==> config.mk <==
export PLATFORM = sky130hd
export DESIGN_NAME = icache_refill_ctrl
export DESIGN_NICKNAME = d
export VERILOG_FILES = /design/src/rtl/icache_refill_ctrl.sv
export SDC_FILE = /design/constraint.sdc
export NUM_CORES = 1
export LEC_CHECK = 0
export ABC_AREA = 1
export CORE_ASPECT_RATIO = 1.5
export CORE_MARGIN = 8
export CORE_UTILIZATION = 42
export CTS_BUF_LIST = sky130_fd_sc_hd__clkbuf_16
export CTS_CLUSTER_DIAMETER = 100
export CTS_CLUSTER_SIZE = 24
export DETAILED_ROUTE_END_ITERATION = 10
export PLACE_DENSITY = 0.95
export SETUP_SLACK_MARGIN = 0.1
export SLEW_MARGIN = 5
export SYNTH_ARGS = -nofsm -noshare
export SYNTH_HDL_FRONTEND = slang
export SYNTH_SLANG_ARGS = --single-unit
==> constraint.sdc <==
create_clock -name clock -period 3.1 [get_ports clock]
set_input_delay 0.62 -clock clock [delete_from_list [all_inputs] [get_ports clock]]
set_output_delay 0.62 -clock clock [all_outputs]
set_load 0.01 [all_outputs]
==> src/rtl/icache_refill_ctrl.sv <==
// icache_refill_ctrl
// Refills one instruction-cache line from the shared memory read port after a
// fetch miss. Fetch is stalled from the miss cycle until the line has been
// written and tagged. Words arrive in offset order 0..LINE_WORDS-1.

module icache_refill_ctrl #(
    parameter int LINE_WORDS = 4,
    parameter int OFF_W      = $clog2(LINE_WORDS)
) (
    input  logic             clock,
    input  logic             reset,
    input  logic             miss,
    input  logic [31:0]      miss_addr,
    output logic             mem_req,
    output logic [31:0]      mem_addr,
    input  logic             mem_gnt,
    input  logic             mem_rvalid,
    input  logic [31:0]      mem_rdata,
    output logic             fill_we,
    output logic [31:0]      fill_addr,
    output logic [OFF_W-1:0] fill_off,
    output logic [31:0]      fill_data,
    output logic             fill_tag_we,
    output logic             f_stall,
    output logic [31:0]      miss_count
);

    typedef enum logic [1:0] {
        S_IDLE,
        S_REQ,
        S_FILL,
        S_DONE
    } state_t;

    localparam logic [OFF_W-1:0] LAST_OFF = OFF_W'(LINE_WORDS - 1);

    state_t           r_state;
    state_t           w_next_state;
    logic [31:0]      r_line_addr;
    logic [OFF_W-1:0] r_off;
    logic [31:0]      r_miss_count;
    logic             w_start;
    logic             w_fill_we;
    logic             w_last_word;

    // A refill starts only from IDLE; misses seen in any other state are ignored.
    assign w_start     = (r_state == S_IDLE) && miss;
    assign w_last_word = w_fill_we && (r_off == LAST_OFF);

    // State register, latched line address, fill offset and miss counter.
    always_ff @(posedge clock) begin
        // NOTE: sequential state uses non-blocking assignments so every register
        // samples the pre-edge values of the others, independent of statement order.
        if (reset) begin
            r_state      <= S_IDLE;
            r_line_addr  <= '0;
            r_off        <= '0;
            r_miss_count <= '0;
        end else begin
            r_state <= w_next_state;
            if (w_start) begin
                r_line_addr <= {miss_addr[31:OFF_W+2], {(OFF_W+2){1'b0}}};
                r_off       <= '0;
                if (r_miss_count != 32'hFFFF_FFFF) begin
                    r_miss_count <= r_miss_count + 32'd1;
                end
            end else if (w_fill_we) begin
                // Wraps to zero after the last word, ready for the next refill.
                r_off <= r_off + 1'b1;
            end
        end
    end

    // Next-state and per-cycle memory/fill strobes, decoded without a register stage.
    always_comb begin
        // NOTE: every output of this block gets a default first so no path
        // through the case leaves it unassigned, which would infer a latch.
        w_next_state = r_state;
        mem_req      = 1'b0;
        w_fill_we    = 1'b0;
        unique case (r_state)
            S_IDLE: begin
                if (miss) w_next_state = S_REQ;
            end
            S_REQ: begin
                // Returned data before the grant is not part of this line.
                mem_req = 1'b1;
                if (mem_gnt) w_next_state = S_FILL;
            end
            S_FILL: begin
                w_fill_we = mem_rvalid;
                if (mem_rvalid && (r_off == LAST_OFF)) w_next_state = S_DONE;
            end
            S_DONE: begin
                w_next_state = S_IDLE;
            end
            default: begin
                w_next_state = S_IDLE;
            end
        endcase
    end

    assign mem_addr    = r_line_addr;
    assign fill_addr   = r_line_addr;
    assign fill_we     = w_fill_we;
    assign fill_off    = r_off;
    assign fill_data   = mem_rdata;
    assign fill_tag_we = w_last_word;
    // Combinational so fetch is already held in the cycle the miss is seen.
    assign f_stall     = (r_state != S_IDLE) || miss;
    assign miss_count  = r_miss_count;

endmodule

### Word level (Yosys, flattened, before mapping)

Cells that the tools add are included.

| operators by class | value |
|---|---|
| add/sub/neg operators | 2 |
| equal/unequal tests | 8 |
| multiplexer cells | 6 |
| reductions and logical operators | 9 |

Operators by type and width:

| cell | number |
|---|---|
| $add 32x1->32 const B | 1 |
| $ne 32x32->1 const B | 1 |
| $pmux 2 s4 | 1 |
| $eq 2x2->1 const B | 3 |
| $mux 2 | 3 |
| $ne 2x2->1 const B | 3 |
| $logic_and 1x1->1 | 3 |
| $reduce_and 3->1 | 1 |
| $add 2x1->2 const B | 1 |
| $eq 2x1->1 const B | 1 |
| $logic_not 2->1 | 1 |
| $mux 1 | 2 |
| $reduce_and 2->1 | 1 |
| $reduce_bool 2->1 | 1 |
| $reduce_or 2->1 | 1 |
| $logic_or 1x1->1 | 1 |

| storage, ports and cells | value |
|---|---|
| logic and storage cells | 29 |
| bits of input ports | 69 |
| bits in registers | 64 |
| output and inout bits | 134 |

### Depth between registers and ports, before layout

Gate-level depths: netlist of run 1.

| logic depth | value |
|---|---|
| depth in word-level cells | 4 |
| mapped depth | 11 |
| gate-level depth less buffers | 11 |

### Least setup slack after synthesis of run 1

No wires, ideal clock.

| timing | value |
|---|---|
| kind | reg-to-reg |
| from | register r_miss_count[0], in the netlist miss_count[0] |
| to | register r_miss_count[11], in the netlist miss_count[11] |
| path buffers | 2 |
| data arrival time | 1.522 ns |
| clock period less this slack | 1.637 ns |
| stages on the path, launching flop included | 11 |
| setup time | 0.115 ns |
| data required time | 2.985 ns |
| slack | 1.463 ns |
| path through | dfxtp_1 > ha_1 > inv_1 > nor2_2 > nand2_1 > nor2_2 > nand2_2 > buf_6 > buf_6 > a21oi_1 > nor2_1 |

| between the ends | value |
|---|---|
| word-level cells in the longest chain between the ends | 2 |
| elaborated cells between the ends (all ways) | 3 |
| classes of those cells | add/sub: 1; eq/ne: 1; reduce/logical: 1 |

RTL lines:

| element | line | text |
|---|---|---|
| from (decl) | 41 | `logic [31:0] r_miss_count;` |
| from (signal assigned) | 65 | `r_miss_count <= r_miss_count + 32'd1;` |
| branches (longest 2 deep; another with $add 32x1->32) | - |  |

Parallel ways; which one is timed is not known.
A chain may end at the register's enable or synchronous reset.

### Worst setup path in the final report of run 1

| timing | value |
|---|---|
| from | input port mem_rvalid |
| to | output port fill_we |

| between the ends | value |
|---|---|
| word-level cells in the longest chain between the ends | 1 |

RTL lines:

| element | line | text |
|---|---|---|
| from (decl) | 17 | `input logic mem_rvalid,` |
| $mux 1 | 81 | `unique case (r_state)` |
| to (decl) | 19 | `output logic fill_we,` |

Every way passes these cells.

==> metrics.log, run 1 <==
INFO  metric outcome = finished, final reports clean
INFO  metric finalCoreUtilization = 0.5672
INFO  metric post-synth-top-count-cell = sky130_fd_sc_hd__nor2_1
INFO  metric timing.final.hold_violations = 0
INFO  metric synth_flop_cell = sky130_fd_sc_hd__dfxtp_1
INFO  metric cp.arrival = 1910 ps
INFO  metric setup_viol = 0
INFO  metric slew_viol_final = 0
INFO  metric max_freq = 0.3948 GHz
INFO  metric critical_path.max_fanout = 4
INFO  metric slew_at_the_pin_closest_to_its_max_slew_limit = 592.7 ps
INFO  metric rr_startpoint = miss_count[0]$_SDFFE_PP0P_
INFO  metric power.switching_fraction = 0.3060
INFO  metric hp-class = reg -> reg
INFO  metric place_worst_setup_slack = 576.2 ps
INFO  metric routed-via-count = 3589
INFO  metric chipWidth = 91.96 um
INFO  metric period_minus_slack = 2533 ps
INFO  metric post_cts_resized = 0
INFO  metric power.density = 627.8 nW/um^2
INFO  metric netlist_instances = 546
INFO  metric critPathKind = in -> out
INFO  metric finalWeightedCongestion = 0.8657
INFO  metric post-route-drc-count = 0
INFO  metric clk_root_buffer_cell = sky130_fd_sc_hd__clkbuf_16
INFO  metric clk_slew_on_worst_s_h_paths = 50 ps
INFO  metric pwr-share-seq = 0.349
INFO  metric post_cts_hold_buffer_count = 0
INFO  metric initial_utilization = 0.4320
INFO  metric seq_area = 1281 um^2
INFO  metric first_pass_grt_wire_length = 16040 um
INFO  metric rsz0062_at_grt = false
INFO  metric place_area = 4484 um^2
INFO  metric clock-sinks = 64
INFO  metric num_io_pins = 203
INFO  metric detailedPlacementHpwl = 8248 um
INFO  metric cts_buffers = 9
INFO  metric maxcap_viol_count = 0
INFO  metric first_element_of_the_critical_path = mem_rvalid
INFO  metric critPathCaptureType = output port
INFO  metric synth_sequential_area_ratio = 0.3525
INFO  metric peakVddDrop = 0.0003431 V
INFO  metric fillerInstances = 785
INFO  metric core.rowCount = 41
INFO  metric synthesis.area_per_instance = 6.657 um^2
INFO  metric timing.clock.skew = 6.086 ps
INFO  metric p_sw = 0.0009166 W
INFO  metric post-cts-setup-buffers = 0
INFO  metric post-route-worst-setup-slack = 567.3 ps
INFO  metric ys_ff_latch = 64
INFO  metric number_of_port_buffers = 126
INFO  metric grt_start_max_net_pins = 41
INFO  metric synth.lib_cells_used.distinct = 27
INFO  metric syn_area = 3635 um^2
INFO  metric dr.pass1.iters = 4
INFO  metric synth_top_cell_by_area = sky130_fd_sc_hd__dfxtp_1
INFO  metric power.share.clock = 0.322
INFO  metric cts_tree = built
INFO  metric critPathRequiredTime = 2480 ps
INFO  metric syn_to_final_growth = 31.29%
INFO  metric core_area = 8413 um^2
INFO  metric worst_hold_startpoint = fill_off[1]$_SDFFE_PP0P_
INFO  metric nNetsFinal = 683
INFO  metric top_cells_by_area_in_the_synthesized_netlist = sky130_fd_sc_hd__dfxtp_1, sky130_fd_sc_hd__nor2_1, sky130_fd_sc_hd__buf_4, sky130_fd_sc_hd__nand2_1, sky130_fd_sc_hd__nand3_1
INFO  metric grt_usage = 0.1674
INFO  metric p_leak = 1.860 nW
INFO  metric floorplan.die.height = 129.9 um
INFO  metric first_global_vias = 3442
INFO  metric drt-wirelength-per-cell = 14.70 um
INFO  metric synth_top_area_share = 0.3525
INFO  metric antenna_cells_inserted = 0
INFO  metric rrSetupSlack = 880 ps
INFO  metric timing.final.crit_share = 0.8170
INFO  metric power.share.combinational = 0.329
INFO  metric cts.path.max_buffers = 2
INFO  metric synth_common_cells = sky130_fd_sc_hd__nor2_1, sky130_fd_sc_hd__nand2_1, sky130_fd_sc_hd__buf_4, sky130_fd_sc_hd__dfxtp_1, sky130_fd_sc_hd__nand3_1
INFO  metric clock_insertion_delay_worst_skew = 320 ps
INFO  metric clock_h_tree_levels = 3
INFO  metric final_cell_area = 4772 um^2
INFO  metric synth_edf_count = 0
INFO  metric die_area = 11950 um^2
INFO  metric synthesis.yosys.warnings = 0
INFO  metric drive_gt1_frac = 0.04568
INFO  metric grt-ovfl-total = 0
INFO  metric detail_route.wirelength = 10580 um
INFO  metric grt_antenna_before_repair = 0
INFO  metric drt_first_iter_violations = 166
INFO  metric start_kind = input port
INFO  metric max_slew_margin = 0.6035
INFO  metric fin_tns_setup = 0 ps
INFO  metric avgViaCountPerCell = 4.985
INFO  metric detail-route-antenna-nets = 0
INFO  metric area_occupied_by_multi_input_gates = 1634 um^2
INFO  metric internal_power = 0.002079 W
INFO  metric p_total = 0.002996 W
INFO  metric synth-async-reset-ratio = 0
## cells by family (layout without fill, tap and decap cells)
kind of cell	after synthesis	in the layout	share of synthesized area
fa+ha+maj	6	6	0.02065
simple gates	291	291	0.3315
buf+inv	121	181	0.2052
flops	64	64	0.3525
xor+xnor	1	1	0.002410
compound gates	62	62	0.08675
other cells	1	8	0.001032
## sequential cells by signal, summed over array words and instances, names as in the netlist
name and count:
miss_count 32, r_state 2, fill_addr 28, fill_off 2
## through the flow
step	std cells	hold slack (ps)
detailed placement	704	488.5
finish	720	498.5
floorplan	553	496.8
global placement	704	472.2
CTS	720	497.0
global route	720	511.9
## area by class of cell
| cell class | count | share of cell area |
|---|---|---|
| tap | 107 | 0.02805 |
| multi-input combinational | 368 | 0.3424 |
| clock inverter | 7 | 0.01311 |
| sequential | 64 | 0.2685 |
| timing repair buffer | 130 | 0.2732 |
| clock buffer | 9 | 0.04719 |
| inverter | 35 | 0.02753 |
## critical path, stage by stage
cell                              delay (ps)
sky130_fd_sc_hd__clkdlybuf4s50_1         510
sky130_fd_sc_hd__nand2_1                 130
sky130_fd_sc_hd__inv_1                   100
sky130_fd_sc_hd__clkdlybuf4s50_1         550
## layout by cell type (no fill, tap or decap), drive strengths merged
cell           Yosys  final
inv               33     33
dfxtp             64     64
o21ai             31     31
bufinv             0      1
nor3               3      3
and2               1      1
ha                 6      6
clkinv             2      6
nand4             10     10
clkinvlp           0      2
clkbuf             7      9
clkdlybuf4s50      0    126
a21oi             29     29
nand3             37     37
o211ai             1      1
nand2             96     96
nor2             144    144
conb               1      8
buf               79      4
xor2               1      1
a211oi             1      1
## worst paths after layout
kind | end | cells past startpoint
max | fill_we | 4
min | fill_off[1]$_SDFFE_PP0P_ | 2
max reg2reg | miss_count[14]$_SDFFE_PP0P_ | 9
min reg2reg | fill_off[1]$_SDFFE_PP0P_ | 2
## per-layer routing
metal  vias to the layer above  GRT usage  routed length (um)
met1                      1632     0.1475                3795
met3                        42    0.04310                 732
met2                       132     0.3256                5594
met5                         -          0                   0
li1                       1783          -                   -
met4                         0     0.1086                 459
## power groups by stage
stage / clock network (W) / registers, W / logic, W
6_report: 0.000965 / 0.00105 / 0.000986
5_1_grt: 0.00102 / 0.00106 / 0.00107
4_1_cts: 0.000999 / 0.00104 / 0.00100
3_5_place_dp: 0 / 0.00106 / 0.000999
3_3_place_gp: 0 / 0.00105 / 0.000961
2_1_floorplan: 0 / 0.00110 / 0.000543
(Power assumes the default switching activity.)
==> run 2, diff against run 1 <==
CORE_UTILIZATION = 35   (was 42)
PLACE_DENSITY = 0.87   (was 0.95)
clock period = 2.07 ns   (was 3.1 ns; I/O delays follow)
==> run 2 against run 1 <==
Against the previous run: critical path depth is 1 lower; die area is 17% higher; clock-buffer cell count unchanged; register-to-register slack lost 670 ps; clock skew grew 0.74 ps.
==> metrics.log, run 2 (same netlist as run 1, synthesis figures left out) <==
INFO  metric timing.final.crit_share = 0.9178
INFO  metric core.rowCount = 45 (was 41)
INFO  metric power.share.combinational = 0.334 (was 0.329)
INFO  metric p_sw = 0.001362 W (was 0.0009166 W)
INFO  metric finalWeightedCongestion = 0.8982 (was 0.8657)
INFO  metric critPathRequiredTime = 1660 ps (was 2480 ps)
INFO  metric clock-sinks = 64 (unchanged)
INFO  metric rrSetupSlack = 210 ps (was 880 ps)
INFO  metric internal_power = 0.003001 W (was 0.002079 W)
INFO  metric power.density = 894.9 nW/um^2 (was 627.8 nW/um^2)
INFO  metric nNetsFinal = 696 (was 683)
INFO  metric timing.clock.skew = 6.822 ps (was 6.086 ps)
INFO  metric slew_viol_final = 0 (unchanged)
INFO  metric critPathCaptureType = output port (unchanged)
INFO  metric cts_tree = built (unchanged)
INFO  metric grt.met3_usage = 0.04682 (was 0.04310)
INFO  metric fin_tns_setup = 0 ps (unchanged)
INFO  metric critical-path-slowest-cell = sky130_fd_sc_hd__clkdlybuf4s50_1 (unchanged)
INFO  metric drt_first_iter_violations = 194 (was 166)
INFO  metric outcome = finished, final reports clean (unchanged)
INFO  metric routed-via-count = 3537 (was 3589)
INFO  metric number_of_port_buffers = 126 (unchanged)
INFO  metric p_leak = 1.947 nW (was 1.860 nW)
INFO  metric cp_cell_instances = inv_1 > ha_1 > clkdlybuf4s50_1 (was clkdlybuf4s50_1 > nand2_1 > inv_1 > clkdlybuf4s50_1)
INFO  metric top_library_cells_by_usage_in_the_layout_fill_and_taps_aside = sky130_fd_sc_hd__nor2_1, sky130_fd_sc_hd__clkdlybuf4s50_1, sky130_fd_sc_hd__nand2_1, sky130_fd_sc_hd__dfxtp_1, sky130_fd_sc_hd__nand3_1 (unchanged)
INFO  metric p_total = 0.004363 W (was 0.002996 W)
INFO  metric reg2reg_depth = 9 (unchanged)
INFO  metric grt-ovfl-total = 0 (unchanged)
INFO  metric critical_path.max_fanout = 4 (unchanged)
INFO  metric first_global_vias = 3178 (was 3442)
INFO  metric grt_start_max_net_pins = 35 (was 41)
INFO  metric crit_family = buffers and inverters (unchanged)
INFO  metric worst_hold_startpoint = fill_addr[23]$_SDFFE_PP0P_ (was fill_off[1]$_SDFFE_PP0P_)
INFO  metric min_path_cells = 2 (unchanged)
INFO  metric min_to = fill_addr[23]$_SDFFE_PP0P_ (was fill_off[1]$_SDFFE_PP0P_)
INFO  metric largest_reg_flops = 32 (unchanged)
INFO  metric grt_usage = 0.1444 (was 0.1674)
INFO  metric detailedPlacementHpwl = 8133 um (was 8248 um)
INFO  metric clock_insertion_delay_worst_skew = 330 ps (was 320 ps)
INFO  metric place_area = 4607 um^2 (was 4484 um^2)
INFO  metric critPathKind = reg -> out (was in -> out)
INFO  metric met2_use_gr = 0.2615 (was 0.3256)
INFO  metric rsz0062_at_grt = false (unchanged)
INFO  metric cp.arrival = 1490 ps (was 1910 ps)
INFO  metric first_pass_grt_wire_length = 15810 um (was 16040 um)
INFO  metric rr_startpoint = miss_count[0]$_SDFFE_PP0P_ (unchanged)
INFO  metric chipWidth = 99.21 um (was 91.96 um)
INFO  metric detail_route.wirelength = 10340 um (was 10580 um)
INFO  metric drive_gt1_frac = 0.06709 (was 0.04568)
INFO  metric cts_buffers = 9 (unchanged)
INFO  metric dr.pass1.iters = 5 (was 4)
INFO  metric max_freq = 0.5264 GHz
INFO  metric initial_utilization = 0.3586 (was 0.4320)
INFO  metric timing.final.hold_violations = 0 (unchanged)
INFO  metric core_area = 10130 um^2 (was 8413 um^2)
INFO  metric period_minus_slack = 1900 ps
INFO  metric cts.path.max_buffers = 2 (unchanged)
INFO  metric avgViaCountPerCell = 4.760 (was 4.985)
INFO  metric power.switching_fraction = 0.3122 (was 0.3060)
INFO  metric floorplan.die.height = 140.8 um (was 129.9 um)
INFO  metric num_io_pins = 203 (unchanged)
INFO  metric final_cell_area = 4876 um^2 (was 4772 um^2)
INFO  metric antenna_cells_inserted = 0 (unchanged)
INFO  metric detail-route-antenna-nets = 0 (unchanged)
INFO  metric clk_root_buffer_cell = sky130_fd_sc_hd__clkbuf_16 (unchanged)
INFO  metric syn_to_final_growth = 34.15% (was 31.29%)
INFO  metric maxcap_viol_count = 0 (unchanged)
INFO  metric clock_h_tree_levels = 3 (unchanged)
INFO  metric power.share.clock = 0.308 (was 0.322)
INFO  metric critical_path_buf_inv_count = 2 (was 3)
INFO  metric final_common_cell = sky130_fd_sc_hd__nor2_1 (unchanged)
INFO  metric post_cts_hold_buffer_count = 0 (unchanged)
INFO  metric clk_slew_on_worst_s_h_paths = 50 ps (about the same)
INFO  metric top_usage_layer = met2 (unchanged)
INFO  metric start_kind = flop (was input port)
INFO  metric post-route-drc-count = 0 (unchanged)
INFO  metric grt_use_met1 = 0.1400 (was 0.1475)
INFO  metric post-cts-setup-buffers = 0 (unchanged)
INFO  metric worst_r2r_endpoint = miss_count[25]$_SDFFE_PP0P_ (was miss_count[14]$_SDFFE_PP0P_)
INFO  metric timing.critical_path.slowest_cell_delay = 560 ps (was 550 ps)
INFO  metric pwr-share-seq = 0.358 (was 0.349)
INFO  metric setup_viol = 0 (unchanged)
INFO  metric die_area = 13970 um^2 (was 11950 um^2)
INFO  metric grt_antenna_before_repair = 0 (unchanged)
INFO  metric hp-class = reg -> reg (unchanged)
INFO  metric peakVddDrop = 0.0005306 V (was 0.0003431 V)
INFO  metric drt-wirelength-per-cell = 13.92 um (was 14.70 um)
==> run 2: through the flow <==
step | std cells | util | hold slack (ps) | worst slack [ps]
2_1_floorplan | 553 | - | 485.5 | 433.5
3_3_place_gp | 727 | 0.4546 | 472.1 | 39.69
3_5_place_dp | 727 | 0.4546 | 487.0 | 15.42
4_1_cts | 743 | 0.4806 | 495.8 | 114.2
5_1_grt | 743 | 0.4811 | 516.5 | 105.3
6_report | 743 | 0.4811 | 496.7 | 170.2
==> run 2: how the worst max path moves through the flow <==
stage | slack (ps) | cells after the start | endpoint | startpoint
2_1_floorplan | 430 | 10 | miss_count[18]$_SDFFE_PP0P_ | miss_count[0]$_SDFFE_PP0P_
3_3_place_gp | 40 | 4 | fill_tag_we | mem_rvalid
3_5_place_dp | 20 | 4 | fill_tag_we | mem_rvalid
4_1_cts | 110 | 9 | miss_count[25]$_SDFFE_PP0P_ | miss_count[0]$_SDFFE_PP0P_
5_1_grt | 110 | 9 | miss_count[10]$_SDFFE_PP0P_ | miss_count[0]$_SDFFE_PP0P_
6_report | 170 | 3 | mem_req | r_state[1]$_SDFFE_PP0P_
==> run 2: area by class of cell <==
type | instances | area, um^2
Tap cell | 117 | 146.4
Clock buffer | 9 | 225.2
Clock inverter | 7 | 40.04
Sequential cell | 64 | 1281
Multi-Input combinational cell | 368 | 1642
Fill cell | 994 | 5259
Timing Repair Buffer | 143 | 1410
Inverter | 35 | 131.4
==> run 2: metal layers <==
metal | wire length [um] | vias up
met2 | 5483 | 117
li1 | - | 1811
met4 | 383 | 0
met1 | 3791 | 1579
met3 | 680 | 30
met5 | 0 | -
==> run 2: repair_timing <==
item,4_1_cts,5_1_grt
setup endpoints to repair,3,23
hold endpoints to repair,0,0
pin swaps,0,0
gates resized for setup,4,1
==> run 2: worst min-delay path: cells and delay by family, from the launching register on <==
kind	cells	cell delay, ps
AND/OR/NAND/NOR	2	140
flip-flops	1	310
==> run 2: power groups by stage <==
stage | Sequential, W | Combinational (W) | Clock, W
floorplan | 0.00165 | 0.000813 | 0
global placement | 0.00158 | 0.00147 | 0
detailed placement | 0.00159 | 0.00149 | 0
CTS | 0.00157 | 0.00149 | 0.00139
global route | 0.00158 | 0.00159 | 0.00145
finish | 0.00156 | 0.00146 | 0.00135
